===== config.mk =====
export PLATFORM = sky130hd
export DESIGN_NAME = iomem_arbiter2_flat
export DESIGN_NICKNAME = d
export VERILOG_FILES = /design/src/rtl/iomem_pkg.sv /design/src/rtl/iomem_arbiter2_if.sv /design/src/rtl/iomem_rr_arb2.sv /design/src/rtl/iomem_arbiter2.sv /design/src/flat_wrapper.sv
export SDC_FILE = /design/constraint.sdc
export NUM_CORES = 1
export LEC_CHECK = 0
export BUFFER_PORTS_ARGS = -buffer_cell sky130_fd_sc_hd__buf_2
export CORE_MARGIN = 2
export CORE_UTILIZATION = 46
export DETAILED_ROUTE_END_ITERATION = 8
export PLACE_DENSITY = 0.8
export SYNTH_ARGS = -nofsm -noshare
export SYNTH_HDL_FRONTEND = slang
export SYNTH_HIERARCHICAL = 1
export SYNTH_SLANG_ARGS = --single-unit

===== constraint.sdc =====
create_clock -name CLKOUT -period 2.5 [get_ports CLKOUT]
set_input_delay 0.75 -clock CLKOUT [delete_from_list [all_inputs] [get_ports CLKOUT]]
set_output_delay 0.75 -clock CLKOUT [all_outputs]
set_load 0.01 [all_outputs]

===== src/rtl/iomem_pkg.sv =====
// Shared constants and request type for the PicoSoC iomem arbiter family.
package iomem_pkg;

    localparam logic [1:0] ST_IDLE = 2'd0;
    localparam logic [1:0] ST_BUSY = 2'd1;
    localparam logic [1:0] ST_DONE = 2'd2;

    localparam logic [31:0] IOMEM_ERR_RDATA = 32'hBADC_0FFE;
    localparam logic [7:0]  GPIO_BASE_HI    = 8'h03;

    typedef struct packed {
        logic [3:0]  wstrb;
        logic [31:0] addr;
        logic [31:0] wdata;
    } iomem_req_t;

endpackage


===== src/rtl/iomem_arbiter2_if.sv =====
// One PicoSoC iomem port; master drives the request, slave answers with ready/rdata.
interface iomem_arbiter2_if;

    logic        valid;
    logic        ready;
    logic [3:0]  wstrb;
    logic [31:0] addr;
    logic [31:0] wdata;
    logic [31:0] rdata;

    modport master (output valid, wstrb, addr, wdata, input ready, rdata);
    modport slave  (input valid, wstrb, addr, wdata, output ready, rdata);

endinterface


===== src/rtl/iomem_rr_arb2.sv =====
// Combinational two-way round-robin pick; a lone requester always wins.
module iomem_rr_arb2 (
    input  logic [1:0] req,
    input  logic       prio,  // 1: requester 1 wins a tie
    output logic [1:0] gnt
);

    always_comb begin
        gnt = req;
        if (req == 2'b11) gnt = prio ? 2'b10 : 2'b01;
    end

endmodule


===== src/rtl/iomem_arbiter2.sv =====
// Two-master round-robin arbiter onto one iomem slave port, with a bus watchdog
// so a slave that never answers cannot hang either master.
module iomem_arbiter2
    import iomem_pkg::*;
#(
    parameter int unsigned TIMEOUT_CYCLES = 255,
    parameter logic [31:0] ERR_RDATA      = IOMEM_ERR_RDATA
) (
    input  logic             CLKOUT,
    input  logic             resetn,
    iomem_arbiter2_if.slave  m0,
    iomem_arbiter2_if.slave  m1,
    iomem_arbiter2_if.master s,
    output logic [1:0]       grant,
    output logic             timeout_err
);

    localparam logic [15:0] CNT_LAST = 16'(TIMEOUT_CYCLES - 1);

    logic [1:0]       state_q, state_d;
    logic             prio_q, prio_d;
    logic [15:0]      cnt_q, cnt_d;
    logic [1:0]       grant_q, grant_d;
    iomem_req_t       req_q, req_d;
    logic [1:0][31:0] rdata_q, rdata_d;
    logic             timeout_q, timeout_d;

    logic [1:0]  req;
    logic [1:0]  pick;
    logic        cap;
    logic [31:0] cap_data;

    assign req = {m1.valid, m0.valid};

    iomem_rr_arb2 u_rr (
        .req  (req),
        .prio (prio_q),
        .gnt  (pick)
    );

    always_comb begin
        state_d   = state_q;
        prio_d    = prio_q;
        cnt_d     = cnt_q;
        grant_d   = grant_q;
        req_d     = req_q;
        rdata_d   = rdata_q;
        timeout_d = 1'b0;
        cap       = 1'b0;
        cap_data  = s.rdata;
        case (state_q)
            ST_IDLE: begin
                if (|req) begin
                    grant_d = pick;
                    req_d   = pick[1] ? {m1.wstrb, m1.addr, m1.wdata}
                                      : {m0.wstrb, m0.addr, m0.wdata};
                    cnt_d   = '0;
                    state_d = ST_BUSY;
                end
            end
            ST_BUSY: begin
                if (s.ready) begin
                    cap     = 1'b1;
                    state_d = ST_DONE;
                end else if (cnt_q == CNT_LAST) begin
                    cap       = 1'b1;
                    cap_data  = ERR_RDATA;
                    timeout_d = 1'b1;
                    state_d   = ST_DONE;
                end else if (cnt_q != 16'hFFFF) begin
                    cnt_d = cnt_q + 16'd1;
                end
            end
            ST_DONE: begin
                // The master just served loses the next tie.
                prio_d  = grant_q[0];
                grant_d = '0;
                state_d = ST_IDLE;
            end
            default: state_d = ST_IDLE;
        endcase
        for (int i = 0; i < 2; i++) begin
            if (cap && grant_q[i]) rdata_d[i] = cap_data;
        end
    end

    always_ff @(posedge CLKOUT) begin
        if (!resetn) begin
            state_q   <= ST_IDLE;
            prio_q    <= 1'b0;
            cnt_q     <= '0;
            grant_q   <= '0;
            req_q     <= '0;
            rdata_q   <= '0;
            timeout_q <= 1'b0;
        end else begin
            state_q   <= state_d;
            prio_q    <= prio_d;
            cnt_q     <= cnt_d;
            grant_q   <= grant_d;
            req_q     <= req_d;
            rdata_q   <= rdata_d;
            timeout_q <= timeout_d;
        end
    end

    // Ready is a pure decode of DONE, so it lasts exactly one cycle.
    assign s.valid     = (state_q == ST_BUSY);
    assign s.wstrb     = req_q.wstrb;
    assign s.addr      = req_q.addr;
    assign s.wdata     = req_q.wdata;
    assign m0.ready    = (state_q == ST_DONE) & grant_q[0];
    assign m1.ready    = (state_q == ST_DONE) & grant_q[1];
    assign m0.rdata    = rdata_q[0];
    assign m1.rdata    = rdata_q[1];
    assign grant       = grant_q;
    assign timeout_err = timeout_q;

endmodule

===== src/flat_wrapper.sv =====
// flat-port wrapper written by rule: the top's interface ports become plain ports
module iomem_arbiter2_flat import iomem_pkg::*;
#(
    parameter int unsigned TIMEOUT_CYCLES = 255,
    parameter logic [31:0] ERR_RDATA      = IOMEM_ERR_RDATA
)
  (CLKOUT, resetn, grant, timeout_err, m0_valid, m0_wstrb, m0_addr, m0_wdata, m0_ready, m0_rdata, m1_valid, m1_wstrb, m1_addr, m1_wdata, m1_ready, m1_rdata, s_valid, s_wstrb, s_addr, s_wdata, s_ready, s_rdata);
  iomem_arbiter2_if m0_i ();
  iomem_arbiter2_if m1_i ();
  iomem_arbiter2_if s_i ();
  input  logic CLKOUT;
  input  logic resetn;
  output logic [1:0] grant;
  output logic timeout_err;
  input wire logic [$bits(m0_i.valid)-1:0] m0_valid;
  input wire logic [$bits(m0_i.wstrb)-1:0] m0_wstrb;
  input wire logic [$bits(m0_i.addr)-1:0] m0_addr;
  input wire logic [$bits(m0_i.wdata)-1:0] m0_wdata;
  output wire logic [$bits(m0_i.ready)-1:0] m0_ready;
  output wire logic [$bits(m0_i.rdata)-1:0] m0_rdata;
  input wire logic [$bits(m1_i.valid)-1:0] m1_valid;
  input wire logic [$bits(m1_i.wstrb)-1:0] m1_wstrb;
  input wire logic [$bits(m1_i.addr)-1:0] m1_addr;
  input wire logic [$bits(m1_i.wdata)-1:0] m1_wdata;
  output wire logic [$bits(m1_i.ready)-1:0] m1_ready;
  output wire logic [$bits(m1_i.rdata)-1:0] m1_rdata;
  output wire logic [$bits(s_i.valid)-1:0] s_valid;
  output wire logic [$bits(s_i.wstrb)-1:0] s_wstrb;
  output wire logic [$bits(s_i.addr)-1:0] s_addr;
  output wire logic [$bits(s_i.wdata)-1:0] s_wdata;
  input wire logic [$bits(s_i.ready)-1:0] s_ready;
  input wire logic [$bits(s_i.rdata)-1:0] s_rdata;
  assign m0_i.valid = m0_valid;
  assign m0_i.wstrb = m0_wstrb;
  assign m0_i.addr = m0_addr;
  assign m0_i.wdata = m0_wdata;
  assign m0_ready = m0_i.ready;
  assign m0_rdata = m0_i.rdata;
  assign m1_i.valid = m1_valid;
  assign m1_i.wstrb = m1_wstrb;
  assign m1_i.addr = m1_addr;
  assign m1_i.wdata = m1_wdata;
  assign m1_ready = m1_i.ready;
  assign m1_rdata = m1_i.rdata;
  assign s_valid = s_i.valid;
  assign s_wstrb = s_i.wstrb;
  assign s_addr = s_i.addr;
  assign s_wdata = s_i.wdata;
  assign s_i.ready = s_ready;
  assign s_i.rdata = s_rdata;
  iomem_arbiter2 #(.TIMEOUT_CYCLES(TIMEOUT_CYCLES), .ERR_RDATA(ERR_RDATA)) u_core (.CLKOUT(CLKOUT), .resetn(resetn), .m0(m0_i), .m1(m1_i), .s(s_i), .grant(grant), .timeout_err(timeout_err));
endmodule

==> run metrics, run 1 <==
initial antenna violation count=0; total grt overflow=0; CP Class=flip-flop to output port; FF-to-FF Start=u_core/cnt_q[0]; crit path capture type=output port; Synth Area per Inst=10.04 sq um; antenna-violating nets left=0; # setup viols final=0; dominant cell type by area after synthesis=dfxtp_1; max cap viols=0; first-pass GRT wire length=26.81 mm; Seq cells post-synth=154; syn nets=820; DP Wirelength=12.98 mm; Hold Path Cell Cnt=2; Worst-Skew Late Latency=0.42 ns; leakage=4.685 nW; vias in the first global route=5425; hold_buf cts=0; delay-heaviest family, CP=flip-flops; Synth area leaders=dfxtp_1, mux2i_1, o211a_1; crit start category=flip-flop; Die X=122.7 um; ant diodes=0; hold_sp=u_core/m0.rdata[30]; Final Hold Viols=0; final worst slack=0.2225 ns; Setup TNS=0 ns; WP data arrival=1.53 ns; achievable frequency=0.4391 GHz; port bufs=310; Root Driver=clkbuf_16; Worst Path Buf+Inv=2; CTS Buf Count=17; status=complete, no violations; slowest stage delay, CP=0.57 ns; power density over the cells=700.1 nW/um^2; I/O pins=311; Placer Congestion=0.8644; Tot Pwr=0.006216 W; die area=15050 sq um; R2R depth=8; worst min-delay path class=flip-flop to flip-flop; CTS max path bufs=2; CORE AREA=13830 sq um; CTS tree=built; share of layout cells above drive strength 1=0.4341; critical path required time=1.75 ns; Placed Cells=1097; worst rel slew slack=0.4904; worst path cell trace=nand2b_1, inv_2, buf_2; clock sinks=154; largest net degree at the start of global routing=100; Synth top area share=0.4759; R2R Path End=u_core/cnt_q[2]; Post CTS Setup Buffer Count=0; Syn Std Cell Area=6479 sq um; post-cts sizing count=0; Pre-antenna DRT Iters=5; vias=6097; post-route insts no fill=1129; minimum clock period=2.277 ns; drt total wl=17.95 mm; Worst Path Max Fanout=12; Synth Warn #=6; drt via density=5.400; sequential share of the synthesized area=0.4759; pre-CTS setup slack=0.3005 ns; RSZ-0062 raised after global routing=false; worst vdd ir=0.4832 mV; r2r setup slk=0.26 ns; most frequent cells in the layout=buf_2, dfxtp_1, nand2_1; Initial Util=0.4686; period utilization=0.9110; CP Launch Point=u_core/state_q[1]; most common cell after layout, fill and taps aside=buf_2; post-synthesis cell count=645; H-tree level count=4; Reg clk slew, reported paths=0.06 ns; Cell variety after synth=45; clk_skew=0.01126 ns; Slew Viols, Final=0; Worst Tran Pin Value=0.7629 ns; hold endpoint=u_core/m0.rdata[30]; Die H=122.7 um; CP max-delay cell=dfxtp_1; Cell Rows=43; routed len/inst=15.90 um; Layout Nets=1111; GRT Resource Usage Total=0.2249; synthesis-to-layout area growth=37.04%; initial drt markers=342; drt drc=0
## synthesized netlist by cell type (all sizes together)
library cell	number
a21boi	7
o41ai	2
nor3b	1
nand3	8
or3	1
mux2	2
buf	14
nand4	5
nor2	12
and4	1
o31ai	2
nand2	126
nor2b	2
or2	1
or4	1
o22ai	20
inv	6
nand2b	1
dfxtp	154
nor4	1
a41o	1
nand4b	1
a21oi	10
nor3	2
o21a	2
and3	6
a211oi	1
o211a	68
and2	1
clkbuf	46
o211ai	2
mux2i	71
ha	2
a31oi	4
o21ai	18
a2111oi	1
o221a	42
## layer usage
metal | share of wire | GRT usage | vias to the layer above | routed length [um]
li1 | - | - | 2965 | -
met1 | 0.41 | 0.2628 | 2844 | 7356
met2 | 0.50 | 0.4026 | 261 | 8989
met3 | 0.072 | 0.05297 | 27 | 1296
met4 | 0.017 | 0.07328 | 0 | 310
met5 | 0 | 0 | - | 0
## tightest hold or removal path: stages (launching register included)
cell	delay, ns
dfxtp_1	0.30
nand2_1	0.05
o21ai_0	0.06
## kinds of logic (layout without fill, tap and decap cells)
group                      count (synthesis)  after routing  synth area share
buffers and inverters                     66            370           0.04770
and+or+nand+nor                          170            170            0.1130
DFF                                      154            154            0.4759
muxes                                     73             73            0.1132
AOI/OAI and AO/OA                        180            180            0.2464
adders and majority gates                  2              2          0.003862
## sequential cells by signal, indices dropped and copies added (netlist names)
register and flops:
u_core/cnt_q 16, u_core/grant 2, u_core/m0.rdata 32, u_core/m1.rdata 32, u_core/prio_q 1, u_core/s.addr 32, u_core/s.wdata 32, u_core/s.wstrb 4
u_core/state_q 2, u_core/timeout_err 1
## where the power goes
group	switching, W	total (W)	internal [W]
sequential	0.0000790	0.00268	0.00260
combinational	0.000497	0.000944	0.000447
clock	0.00107	0.00259	0.00152
## area by class of cell
cell class	count	area, sq um
Multi-Input combinational cell	425	3105
Timing Repair Buffer	332	1844
Tap cell	180	225.2
Clock buffer	18	439.2
Fill cell	1110	4949
Clock inverter	14	158.9
Sequential cell	154	3083
Inverter	6	22.52
## worst max-delay path by stage
stage	to	cells after the start
floorplan	u_core/s.addr[9]	7
global placement	u_core/cnt_q[3]	5
detailed placement	u_core/cnt_q[3]	5
CTS	s_valid	3
global route	u_core/cnt_q[3]	8
finish	s_valid	3
## through the flow
stage / cell area [sq um] / utilization / hold slack (ns)
floorplan: 6479 / - / 0.4373
global placement: 8280 / 0.5989 / 0.4441
detailed placement: 8280 / 0.5989 / 0.4503
CTS: 8879 / 0.6421 / 0.4591
global route: 8879 / 0.6421 / 0.4871
finish: 8879 / 0.6421 / 0.4548
No activity file was read; power rests on OpenSTA's default activity.
==> run 2: changes to the inputs <==
ABC_CLOCK_PERIOD_IN_PS = 2500   (was not set)
CELL_PAD_IN_SITES_DETAIL_PLACEMENT = 0   (was not set)
CELL_PAD_IN_SITES_GLOBAL_PLACEMENT = 1   (was not set)
CORE_UTILIZATION = 34   (was 46)
PLACE_DENSITY = 0.82   (was 0.8)
==> run 2 against run 1 <==
Compared with the run above:
- utilization down 17 points
- combinational power down 5.1%
- setup slack better by 0.13 ns
- clock skew up 0.0025 ns
- largest cell class unchanged
- largest power group unchanged
==> run metrics, run 2 (synthesized netlist as in run 1, its figures left out) <==
status=complete, no violations; CP Class=flip-flop to output port; worst min-delay path class=flip-flop to flip-flop; Clk pwr share=0.426; Internal=0.004468 W; Post CTS Setup Buffer Count=0; GRT Resource Usage Total=0.1811; hold slack=0.4553 ns; share of layout cells above drive strength 1=0.4340; Layout Nets=1109; clock sinks=154; Root Driver=clkbuf_16; GR met2 Demand/Resource=0.3122; fillers=1840; Post-DP Area=8283 sq um; Finished Cell Area=8909 sq um; Initial Util=0.3464; CTS max path bufs=2; die area=20180 sq um; Placed Cells=1149; Psw=0.001765 W; Reg clk slew, reported paths=0.07 ns; max cap viols=0; busiest grt layer=met2; most frequent cells in the layout=buf_2, dfxtp_1, nand2_1; clk_skew=0.01380 ns; first-pass GRT wire length=29.27 mm; crit start category=flip-flop; antenna-violating nets left=0; drt total wl=18.67 mm; worst rel slew slack=0.4477; port bufs=310; Logic pwr share=0.144; CTS tree=built; initial antenna violation count=0; vias in the first global route=5710; Worst-Skew Late Latency=0.42 ns; routed len/inst=15.81 um; Worst Path Max Fanout=10; synthesis-to-layout area growth=37.50%; GR met3 Demand/Resource=0.05754; post-route insts no fill=1181; largest net degree at the start of global routing=93; Worst Tran Pin Value=0.8285 ns; achievable frequency=0.4651 GHz; Setup TNS=0 ns; hold_buf cts=0; RSZ-0062 raised after global routing=false; WP data arrival=1.40 ns; minimum clock period=2.150 ns; vias=5968; Final Util=0.4763; GRT met1 Usage=0.2163; total grt overflow=0; Die X=142.0 um; DP Wirelength=13.62 mm; period utilization=0.8600; drt via density=5.053; I/O pins=311; Flop pwr share=0.430; # setup viols final=0; Pre-antenna DRT Iters=5; drt drc=0; Placer Congestion=0.8148; ant diodes=0; most common cell after layout, fill and taps aside=buf_2; leakage=4.661 nW; sw frac=0.2831; CORE AREA=18710 sq um; worst vdd ir=0.4407 mV; Die H=142.0 um; Final Hold Viols=0; crit path capture type=output port; power density over the cells=699.7 nW/um^2; Slew Viols, Final=0; initial drt markers=277; Cell Rows=50; H-tree level count=4; CTS Buf Count=17; critical path required time=1.75 ns
run 2: cell count changes in the layout (fill, tap and decap cells not counted), moves of 2 or more:
cell / delta
buf_4: +2
clkinv_8: +5
inv_8: +3
clkinv_2: -2
inv_6: -3
buf_12: -4
clkinv_4: -2
run 2: worst paths after layout:
path                            start             endpoint  slack, ns  cells after the start
setup reg to reg      u_core/cnt_q[8]   u_core/m0.rdata[1]       0.37                      6
hold reg to reg   u_core/m1.rdata[30]  u_core/m1.rdata[30]       0.46                      2
setup / recovery    u_core/state_q[1]              s_valid       0.35                      3
hold / removal    u_core/m1.rdata[30]  u_core/m1.rdata[30]       0.46                      2
run 2: through the flow:
step	worst slack [ns]	power [W]
2_1_floorplan	0.1904	0.003218
3_3_place_gp	0.2597	0.003633
3_5_place_dp	0.1922	0.003646
4_1_cts	0.2132	0.006334
5_1_grt	0.2138	0.006536
6_report	0.3500	0.006233
run 2: layer usage:
metal  part of all wire  wire, um
met1               0.42      7846
met2               0.49      9092
met3              0.082      1538
met4              0.010       191
met5                  0         0
run 2: power groups by stage:
| stage | Combinational [W] | Sequential, W | Clock [W] |
|---|---|---|---|
| after floorplan | 0.000417 | 0.00280 | 0 |
| after global placement | 0.000900 | 0.00273 | 0 |
| after detailed placement | 0.000910 | 0.00274 | 0 |
| after CTS | 0.000911 | 0.00268 | 0.00274 |
| after global routing | 0.000985 | 0.00270 | 0.00285 |
| final | 0.000896 | 0.00268 | 0.00266 |
run 2: final cells by class:
cell class,count,area [sq um],share of cell area
Clock buffer,17,425.4,0.04775
Inverter,6,22.52,0.002528
Sequential cell,154,3083,0.3461
Timing Repair Buffer,330,1779,0.1997
Clock inverter,15,197.7,0.02219
Tap cell,234,292.8,0.03287
Multi-Input combinational cell,425,3108,0.3489
run 2: worst max-delay path, stage by stage, from the launching register on:
cell,delay (ns)
dfxtp_1,0.45
nand2b_1,0.24
inv_2,0.13
buf_2,0.17
run 2: timing repair:
item	in CTS	in global routing
setup endpoints to repair	0	2
endpoints found under the hold margin	0	0
gates resized for setup	0	1
